**src/rtl/idli_iq_m.sv**
```systemverilog
// idli_iq_m: instruction queue between the SQI fetch path and decode.
//
// Each 16b instruction that the SQI block delivers at the end of a 4-GCK slot
// (&i_iq_ctr) is stored with its fetch PC. The oldest entry is presented to
// decode. While the queue is full the SQI clock is stalled. A flush discards
// every entry and reloads the fetch PC.
//
// Optional feature macro: IDLI_IQ_BYPASS_EN
//   Defined   - an instruction arriving while the queue is empty is shown on the
//               head outputs in the same cycle. If decode pops it in that same
//               cycle it is never written.
//   Undefined - head outputs come from stored entries only (one-GCK latency).
//
// Handshake: a slot-end transfer happens when the producer has i_iq_instr_vld=1
// and o_iq_stall=0. A consumer transfer happens when o_iq_vld=1 and i_iq_pop=1
// at a slot end. Neither side may assume a transfer outside a slot end, and
// i_iq_flush cancels both transfers in its slot.

module idli_iq_m #(
  parameter int DEPTH = 2
) (
  input  logic        i_iq_gck,
  input  logic        i_iq_rst,
  input  logic [1:0]  i_iq_ctr,
  input  logic [15:0] i_iq_instr,
  input  logic        i_iq_instr_vld,
  input  logic        i_iq_flush,
  input  logic [15:0] i_iq_redirect_pc,
  input  logic        i_iq_pop,
  output logic        o_iq_stall,
  output logic        o_iq_vld,
  output logic [15:0] o_iq_instr,
  output logic [15:0] o_iq_pc
);

  localparam int PTR_W = $clog2(DEPTH);
  localparam int CNT_W = $clog2(DEPTH + 1);

  typedef struct packed {
    logic [15:0] instr;
    logic [15:0] pc;
  } entry_t;

  entry_t             entries [DEPTH];
  logic [PTR_W-1:0]   rd_ptr;
  logic [PTR_W-1:0]   wr_ptr;
  logic [CNT_W-1:0]   count_q;
  logic [CNT_W-1:0]   count_d;
  logic [15:0]        fetch_pc_q;
  logic               stall_q;

  logic               slot_end;
  logic               head_vld;
  logic               push_req;
  logic               pop_req;
  logic               write_en;
  logic               pop_stored;
  entry_t             head;

  assign slot_end = &i_iq_ctr;
  assign head_vld = (count_q != '0);
  assign head     = entries[rd_ptr];

  // A stalled slot carries a stale repeat of the previous instruction, so it
  // never counts as a push.
  assign push_req = slot_end && i_iq_instr_vld && !stall_q && !i_iq_flush;

`ifdef IDLI_IQ_BYPASS_EN
  logic bypass;

  // Empty queue plus an arriving instruction: forward it straight to decode.
  assign bypass     = push_req && (count_q == '0);
  assign o_iq_vld   = head_vld || bypass;
  assign o_iq_instr = bypass ? i_iq_instr : head.instr;
  assign o_iq_pc    = bypass ? fetch_pc_q : head.pc;
  assign pop_req    = slot_end && i_iq_pop && o_iq_vld && !i_iq_flush;
  // A forwarded instruction consumed in the same cycle never occupies a slot.
  assign write_en   = push_req && !(bypass && pop_req);
  assign pop_stored = pop_req && head_vld;
`else
  assign o_iq_vld   = head_vld;
  assign o_iq_instr = head.instr;
  assign o_iq_pc    = head.pc;
  assign pop_req    = slot_end && i_iq_pop && head_vld && !i_iq_flush;
  assign write_en   = push_req;
  assign pop_stored = pop_req;
`endif

  assign o_iq_stall = stall_q;

  // Next occupancy: flush empties, simultaneous push and pop cancel out.
  always_comb begin
    count_d = count_q;
    if (i_iq_flush) begin
      count_d = '0;
    end else begin
      case ({write_en, pop_stored})
        2'b10:   count_d = count_q + CNT_W'(1);
        2'b01:   count_d = count_q - CNT_W'(1);
        default: count_d = count_q;
      endcase
    end
  end

  // Control state: pointers, occupancy, fetch PC and stall, updated at slot end.
  always_ff @(posedge i_iq_gck or posedge i_iq_rst) begin
    if (i_iq_rst) begin
      rd_ptr     <= '0;
      wr_ptr     <= '0;
      count_q    <= '0;
      fetch_pc_q <= 16'h0000;
      stall_q    <= 1'b0;
    end else if (slot_end) begin
      count_q <= count_d;
      stall_q <= (count_d == CNT_W'(DEPTH));
      if (i_iq_flush) begin
        rd_ptr     <= '0;
        wr_ptr     <= '0;
        fetch_pc_q <= i_iq_redirect_pc;
      end else begin
        if (write_en) begin
          wr_ptr <= wr_ptr + PTR_W'(1);
        end
        if (pop_stored) begin
          rd_ptr <= rd_ptr + PTR_W'(1);
        end
        // The PC advances for every accepted instruction, including one that
        // was forwarded and consumed without being stored.
        if (push_req) begin
          fetch_pc_q <= fetch_pc_q + 16'd1;
        end
      end
    end
  end

  // Entry storage: tag the incoming instruction with the current fetch PC.
  always_ff @(posedge i_iq_gck or posedge i_iq_rst) begin
    if (i_iq_rst) begin
      for (int i = 0; i < DEPTH; i++) begin
        entries[i] <= '0;
      end
    end else if (write_en) begin
      entries[wr_ptr] <= '{instr: i_iq_instr, pc: fetch_pc_q};
    end
  end

  // Occupancy can never exceed DEPTH because pushes are blocked while full.
  always @(posedge i_iq_gck) begin
    if (!i_iq_rst) begin
      assert (count_q <= CNT_W'(DEPTH));
    end
  end

endmodule

```
**config.mk**
```make
export PLATFORM = sky130hd
export DESIGN_NAME = idli_iq_m
export DESIGN_NICKNAME = d
export VERILOG_FILES = /design/src/rtl/idli_iq_m.sv
export SDC_FILE = /design/constraint.sdc
export NUM_CORES = 1
export LEC_CHECK = 0
export CAP_MARGIN = 20
export CORE_UTILIZATION = 55
export DETAILED_ROUTE_END_ITERATION = 7
export DONT_BUFFER_PORTS = 1
export HOLD_SLACK_MARGIN = 0.05
export PLACE_DENSITY = 0.78
export SYNTH_ARGS = -nofsm -noshare
export SYNTH_HDL_FRONTEND = slang
export SYNTH_SLANG_ARGS = --single-unit
```
**constraint.sdc**
```tcl
create_clock -name i_iq_gck -period 5.1 [get_ports i_iq_gck]
set_clock_uncertainty 0.05 [all_clocks]
set_input_delay 1.02 -clock i_iq_gck [delete_from_list [all_inputs] [get_ports i_iq_gck]]
set_output_delay 1.02 -clock i_iq_gck [all_outputs]
set_load 0.01 [all_outputs]
```
# After elaboration in Yosys (flattened, before gate mapping)
# Cells that the tools add are included.
# Widths: inputs -> output; s select.
[totals]
ff_bits = 85
inputBits = 39
out_inout_bits = 34
word_cells = 51
[classes]
add_sub_neg = 5
magnitude_cmp = 3
n_eq_ne = 3
n_mux = 14
bitwise_logic = 2
n_reduce_logical = 15
[ops]
columns = ["op", "n"]
rows = [
  ["$mux 32", 4],
  ["$bwmux 64", 1],
  ["$demux 32 s1", 1],
  ["$mux 16", 2],
  ["$add 16x1->16 const B", 1],
  ["$logic_and 1x1->1", 7],
  ["$reduce_and 3->1", 2],
  ["$reduce_bool 2->1", 3],
  ["$eq 2x2->1 const B", 2],
  ["$ge 2x2->1 const B", 2],
  ["$mux 1", 4],
  ["$not 1->2", 2],
  ["$pmux 2 s2", 1],
  ["$add 1x1->1 const B", 2],
  ["$add 2x1->2 const B", 1],
  ["$eq 2x1->1 const B", 1],
  ["$logic_not 1->1", 2],
  ["$lt 2x1->1 const B", 1],
  ["$mux 2", 1],
  ["$reduce_and 2->1", 1],
  ["$sub 2x1->2 const B", 1],
]

# Logic depth before layout (Yosys ltp)
# Gate-level depths: netlist of the first run.
[depth]
word_depth = 8
depth_mapped = 9
ltp_nobuf = 8

# Least setup slack after synthesis of the first run
# OpenSTA, ideal clock, no wires.
[synth_path]
path_type = "input to register"
from = "input i_iq_flush"
to = "register count_q[0]"
setup_time_ps = 83
t_arrival_ps = 2575
t_required_ps = 4967
path_slack_ps = 2392
cell_stages = 7
n_path_buf = 3
cell_sequence = "buf_2 -> buf_2 -> clkbuf_1 -> nor3_1 -> ha_1 -> or4_1 -> o21ai_0"
[synth_via]
elab_chain_cells = 5
word_cells_on_any_way = 7
cone_classes = "eq/ne (2); mux (2); reduce/logical (3)"
[synth_lines]
columns = ["item", "line", "text"]
rows = [
  ["from (decl)", "27", "input logic i_iq_flush,"],
  ["$logic_not 1->1", "66, 84", ""],
  ["$logic_and 1x1->1 (on tied branches)", "84, 66", ""],
  ["$eq 2x1->1 or $eq 2x2->1 (tied branches)", "97", "case ({write_en, pop_stored})"],
  ["$pmux 2 s2", "97", ""],
  ["$mux 2 *", "94", "if (i_iq_flush) begin"],
  ["to (signal assigned)", "114", "count_q <= count_d;"],
  ["to (decl)", "47", "logic [CNT_W-1:0] count_q;"],
]
# Mark *: on every way between the ends. The rest lies on a longest branch, timed or not.
# A chain may end at the register's enable or synchronous reset.

# Final worst setup path of the first run
[layout_path]
from = "register rd_ptr"
to = "output o_iq_pc[4]"
[layout_via]
elab_chain_cells = 4
[layout_lines]
columns = ["item", "line", "text"]
rows = [
  ["from (decl)", "45", "logic [PTR_W-1:0] rd_ptr;"],
  ["from (signal assigned)", "125", "rd_ptr <= rd_ptr + PTR_W'(1);"],
  ["$not 1->2 (not written as such)", "62", "assign head = entries[rd_ptr];"],
  ["$mux 32 (not written as such) (3 in a row)", "62", ""],
  ["to (decl)", "33", "output logic [15:0] o_iq_pc"],
]
# Every way passes these cells. The select of a mux whose other input is x is not followed.

==> metrics.yaml, run 1 <==
synthesis:
  synthCells: 332
  synth_cell_types: 55
  ys_seq_elements: 85
  netlist_area_sq_um: 4160
  yosysWarnings: 0
  avgSynthCellArea_sq_um: 12.5
  synth.area.top_cells: "dfrtp_1, mux2_2, mux2_1"
  async_reset_ff_share_pct: 100
  synth_edf_count: 0
  yosysSeqAreaShare_pct: 51.1
  syn_nets: 373
  synth_top_area_share_pct: 51.1
  synthFlopType: "dfrtp_1"
  yosysTopAreaCell: "dfrtp_1"
min_path:
  min_to: "entries[58]$_DFFE_PP0P_"
  min_path_type: "flip-flop to flip-flop"
  whs_path_depth: 1
  min_from: "entries[58]$_DFFE_PP0P_"
global_routing:
  grt_pass1_vias: 2549
  use_met3_pct: 6.19
  grt-ovfl-total: 0
  track_usage_pct: 21.3
  grt_pass1_wl_um: 12500
  antenna_found_initial: 0
  use_met1_pct: 28.7
  use_met2_pct: 32.8
  top_usage_layer: "met2"
  grt_max_degree: 51
sta:
  rsz0062_at_grt: "false"
  finalSetupViolCount: 0
  max_freq_mhz: 326
  post-route-period-util_pct: 60.1
  holdWs_ps: 440
  slew_headroom_pct: 32.0
  period_minus_slack_ps: 3060
  fin_tns_setup_ps: 0
  hold_viol: 0
  maxSlewViolCount: 0
  worstMarginPinSlew_ps: 1020
setup_path:
  rr_endpoint: "entries[52]$_DFFE_PP0P_"
  regToRegSetupSlack_ps: 2730
  cpMaxStageDelayCell: "dfrtp_1"
  end_kind: "output port"
  reg2reg_from: "o_iq_stall$_DFFE_PP0N_"
  cp_slowest_stage_delay_ps: 830
  critPathTopFamily: "flip-flops"
  critPathMaxFanout: 20
  crit_arrival_ps: 1990
  worst-setup-path-type: "flip-flop to output port"
  ff2ff_path_depth: 5
  startpoint: "rd_ptr$_DFFE_PP0P_"
  cp_num_buf_inv: 1
  crit_path_cell_trace: "buf_4, mux2_2"
  critPathRequiredTime_ps: 4030
  critPathLaunchType: "flip-flop"
routing:
  firstDrtPassIters: 4
  drt-initial-drc-count: 170
  wl_um: 7880
  routedWlPerCell_um: 18.3
  routed_via_density: 6.00
  drc_errors: 0
  ant_nets: 0
  via_count: 2588
clock_tree:
  clock_latency_ps: 350
  cts_resized: 0
  post_cts_buffers: 0
  cts_sinks: 85
  path_clk_slew_ps: 80
  cts_max_level: 3
  root_buffer: "clkbuf_8"
  cts_tree: "done"
  cts.path.max_buffers: 2
  postCtsHoldBufs: 0
  numCtsBuffers: 9
power_and_ir_drop:
  power_density_nw_per_um2: 498
  peakVddDrop_mv: 0.248
  p_leak_nw: 1.88
run_status:
  outcome: "completed"
finish:
  drive_above_1_share_pct: 35.2
  layout.nets: 368
  antenna_cells: 0
  stdcell_count: 431
  area_growth_pct: 5.68
floorplan:
  core_area_sq_um: 7290
  ios: 73
  initial_core_util_pct: 57.1
  rows: 31
  die_area_sq_um: 7920
  chipWidth_um: 89.0
  die_y_um: 89.0
placement:
  place_inst: 415
  dp_hpwl_um: 5300
  gp_congestion: 0.789
  numPortBuffers: 0
run:
  max-cap-violations: 0
-- kinds of logic (layout without fill, tap and decap cells) --
| family | after synthesis | in the layout | share of synthesized area [%] |
|---|---|---|---|
| AOI/OAI and AO/OA | 48 | 48 | 7.33 |
| xor gates and xnor gates | 2 | 2 | 0.421 |
| adders and majority gates | 2 | 2 | 0.601 |
| buffers and inverters | 27 | 27 | 3.79 |
| DFF | 85 | 85 | 51.1 |
| muxes | 100 | 100 | 26.9 |
| and+or+nand+nor | 68 | 68 | 9.83 |
-- stage by stage --
| stage | setup WS, ps | utilization [%] | power (W) | cell area (sq um) |
|---|---|---|---|---|
| final | 2040 | 60.3 | 0.00219 | 4400 |
| after global routing | 1930 | 60.3 | 0.00232 | 4400 |
| after CTS | 2000 | 60.3 | 0.00222 | 4400 |
| after detailed placement | 2110 | 57.7 | 0.00174 | 4210 |
| after global placement | 1820 | 57.3 | 0.00171 | 4180 |
| after floorplan | 1840 | - | 0.00162 | 4160 |
-- state kept, by name (all words and copies together), names as in the netlist --
signal      flops
entries        64
fetch_pc_q     16
count_q         2
o_iq_stall      1
rd_ptr          1
wr_ptr          1
-- placed cells by master, fill, tap and decap left out, types with 3 or more instances in the layout --
master    Yosys  layout
a21oi_1      15      15
buf_4         1       3
clkbuf_8      0      10
clkinv_2      0       3
dfrtp_1      85      85
inv_1         5       4
mux2_1       13      13
mux2_2       83      83
mux2i_1       4       4
nand2_1      13      13
nand3_1       6       6
nor2_1       12      12
nor3_1        8       8
nor4_1        7       7
o21ai_0      14      14
-- cell usage after synthesis (2+ instances only) --
master and n:
ha_1 2, a22oi_1 2, o21ai_0 14, nor3_1 8
nor2_1 12, buf_6 6, nor4_1 7, nand4_1 2
nand2_1 13, or3_1 2, mux2_1 13, and3_1 2
nand3_1 6, inv_1 5, a211oi_1 2, mux2_2 83
dfrtp_1 85, mux2i_1 4, a21o_1 2, a21oi_1 15
o2bb2ai_1 2, clkbuf_1 6, a2bb2oi_1 2, buf_2 6
-- power by group --
group | total [W] | internal [W] | switching, W | leakage, nW
logic | 0.000635 | 0.000344 | 0.000291 | 0.721
registers | 0.00109 | 0.000906 | 0.000181 | 1.06
clock network | 0.000469 | 0.000239 | 0.000231 | 0.0964
total | 0.00219 | 0.00149 | 0.000702 | 1.88
-- per-layer routing --
| metal | wire, um | part of all wire, % |
|---|---|---|
| met1 | 3470 | 44 |
| met2 | 3790 | 48 |
| met3 | 508 | 6.4 |
| met4 | 102 | 1.3 |
| met5 | 0 | 0 |
-- area by class of cell --
| type | count | area (sq um) |
|---|---|---|
| inverter | 7 | 27.5 |
| timing repair buffer | 4 | 50.0 |
| tap | 99 | 124 |
| fill | 622 | 2890 |
| clock buffer | 12 | 145 |
| multi-input combinational | 220 | 1880 |
| sequential | 85 | 2130 |
| clock inverter | 4 | 47.5 |
-- worst register-to-register path, delay by kind of cell (launching register included) --
family / cells / cell delay (ps)
buffers and inverters: 1 / 90
flip-flops: 1 / 450
multiplexers: 1 / 430
AND/OR/NAND/NOR: 3 / 1240
-- worst max-delay path by stage --
stage	to	slack (ps)	cells after the start
6_report	o_iq_pc[4]	2040	2
5_1_grt	o_iq_instr[13]	1930	2
4_1_cts	o_iq_instr[13]	2000	2
3_5_place_dp	entries[51]$_DFFE_PP0P_	2110	5
3_3_place_gp	entries[4]$_DFFE_PP0P_	1820	5
2_1_floorplan	count_q[0]$_DFFE_PP0N_	1840	1
(Power assumes the default switching activity.)
==> run 2: changes to the inputs <==
- PLACE_DENSITY: 0.78 -> 0.81
- clock period: 5.1 -> 2.8 ns (I/O delays scaled with it)
==> metrics.yaml, run 2 (synthesized netlist as in run 1, its figures left out) <==
run_status:
  outcome: "completed"
global_routing:
  grt_pass1_wl_um: 13200  # +5.2%
  grt_max_degree: 39  # -24%
  antenna_found_initial: 0  # unchanged
  track_usage_pct: 22.3  # +1.0 points
  grt_pass1_vias: 2626  # +3.0%
  grt-ovfl-total: 0  # unchanged
clock_tree:
  postCtsHoldBufs: 0  # unchanged
  cts_tree: "done"
  cts_resized: 0  # unchanged
  cts.path.max_buffers: 2  # unchanged
  post_cts_buffers: 0  # unchanged
  path_clk_slew_ps: 80  # about the same
  cts_sinks: 85  # unchanged
  cts_max_level: 3  # unchanged
  numCtsBuffers: 9  # unchanged
  clock_latency_ps: 350  # about the same
  root_buffer: "clkbuf_8"
setup_path:
  critPathMaxFanout: 27  # +35%
  regToRegSetupSlack_ps: 790  # -1940 ps
  crit_path_cell_trace: "buf_12, mux2_2"
  critPathLaunchType: "flip-flop"
  worst-setup-path-type: "flip-flop to output port"
  crit_arrival_ps: 1640  # -350 ps
  cpMaxStageDelayCell: "dfrtp_1"
  cp_slowest_stage_delay_ps: 630  # -200 ps
  end_kind: "output port"
  critPathRequiredTime_ps: 2190  # -1840 ps
power_and_ir_drop:
  p_leak_nw: 1.89  # +0.58%
  peakVddDrop_mv: 0.489  # +97%
  p_total_w: 0.00394  # +80%
  power_density_nw_per_um2: 891  # +79%
floorplan:
  die_area_sq_um: 7920  # unchanged
  ios: 73  # unchanged
  initial_core_util_pct: 57.1  # unchanged
  rows: 31  # unchanged
  die_y_um: 89.0  # unchanged
  core_area_sq_um: 7290  # unchanged
  chipWidth_um: 89.0  # unchanged
sta:
  slew_headroom_pct: 58.6  # +27 points
  hold_viol: 0  # unchanged
  period_minus_slack_ps: 2250
  fin_tns_setup_ps: 0  # unchanged
  rsz0062_at_grt: "false"
  max_freq_mhz: 444
  post-route-period-util_pct: 80.4
  finalSetupViolCount: 0  # unchanged
  maxSlewViolCount: 0  # unchanged
  worstMarginPinSlew_ps: 621  # -396 ps
min_path:
  min_path_type: "input port to async pin"
finish:
  final_cell_mix: "dfrtp_1, mux2_2, a21oi_1, o21ai_0"
  drive_above_1_share_pct: 35.8  # +0.58 points
  final_util_pct: 60.6  # +0.26 points
  antenna_cells: 0  # unchanged
  layout.nets: 371  # +0.82%
  top_regs: "entries x64, fetch_pc_q x16, count_q x2"
  largest_reg_flops: 64  # unchanged
  top_register: "entries"
  area_growth_pct: 6.13
  final_common_cell: "dfrtp_1"
routing:
  routedWlPerCell_um: 18.5  # +0.97%
  firstDrtPassIters: 4  # unchanged
  via_count: 2573  # -0.58%
  routed_via_density: 5.93  # -1.3%
  wl_um: 8010  # +1.7%
  ant_nets: 0  # unchanged
  drc_errors: 0  # unchanged
  drt-initial-drc-count: 174  # +2.4%
placement:
  numPortBuffers: 0  # unchanged
  dp_hpwl_um: 5470  # +3.4%
  gp_congestion: 0.801  # +1.6%
run:
  max-cap-violations: 0  # unchanged
-- run 2: routing by layer --
metal / up-vias / share of wire [%] / global-route usage (%)
met1: 1295 / 44 / 29.4
met5: - / 0 / 0
met4: 0 / 1.0 / 6.78
li1: 1213 / - / -
met2: 57 / 48 / 35.7
met3: 8 / 6.8 / 7.02
-- run 2: area by class of cell --
type                       count  area, sq um
fill                         619         2870
sequential                    85         2130
multi-input combinational    220         1880
clock buffer                  12          145
tap                           99          124
timing repair buffer           7         90.1
inverter                       7         30.0
clock inverter                 4         23.8
-- run 2: stage by stage --
stage / setup WS, ps / cell area (sq um) / hold slack, ps / instances
after detailed placement: 641 / 4250 / 425 / 418
final: 550 / 4420 / 89.3 / 434
after global placement: 687 / 4250 / 413 / 418
after CTS: 514 / 4420 / 107 / 434
after floorplan: 552 / 4170 / 402 / 332
after global routing: 468 / 4420 / 123 / 434
-- run 2: path summary, 6_finish.rpt --
check                                              from                      end  depth (start not counted)
worst max-delay path                 rd_ptr$_DFFE_PP0P_              o_iq_pc[15]                          2
worst min-delay path                           i_iq_rst  entries[60]$_DFFE_PP0P_                          1
worst max register to register   o_iq_stall$_DFFE_PP0N_   count_q[0]$_DFFE_PP0N_                          6
worst min register to register  entries[60]$_DFFE_PP0P_  entries[60]$_DFFE_PP0P_                          1
max in group asynchronous                      i_iq_rst  entries[43]$_DFFE_PP0P_                          2
min in group i_iq_gck                        i_iq_flush   o_iq_stall$_DFFE_PP0N_                          1
-- run 2: power by group --
group          internal, W  switching [W]  total [W]  leakage, nW
clock             0.000345       0.000421   0.000765       0.0901
combinational     0.000651       0.000567    0.00122        0.739
sequential         0.00165       0.000305    0.00196         1.06
total              0.00265        0.00129    0.00394         1.89
-- run 2: worst max-delay path: cells and delay by family, from the launching register on --
| family | cells | cell delay (ps) |
|---|---|---|
| mux | 1 | 400 |
| flops | 1 | 630 |
| buf+inv | 1 | 260 |
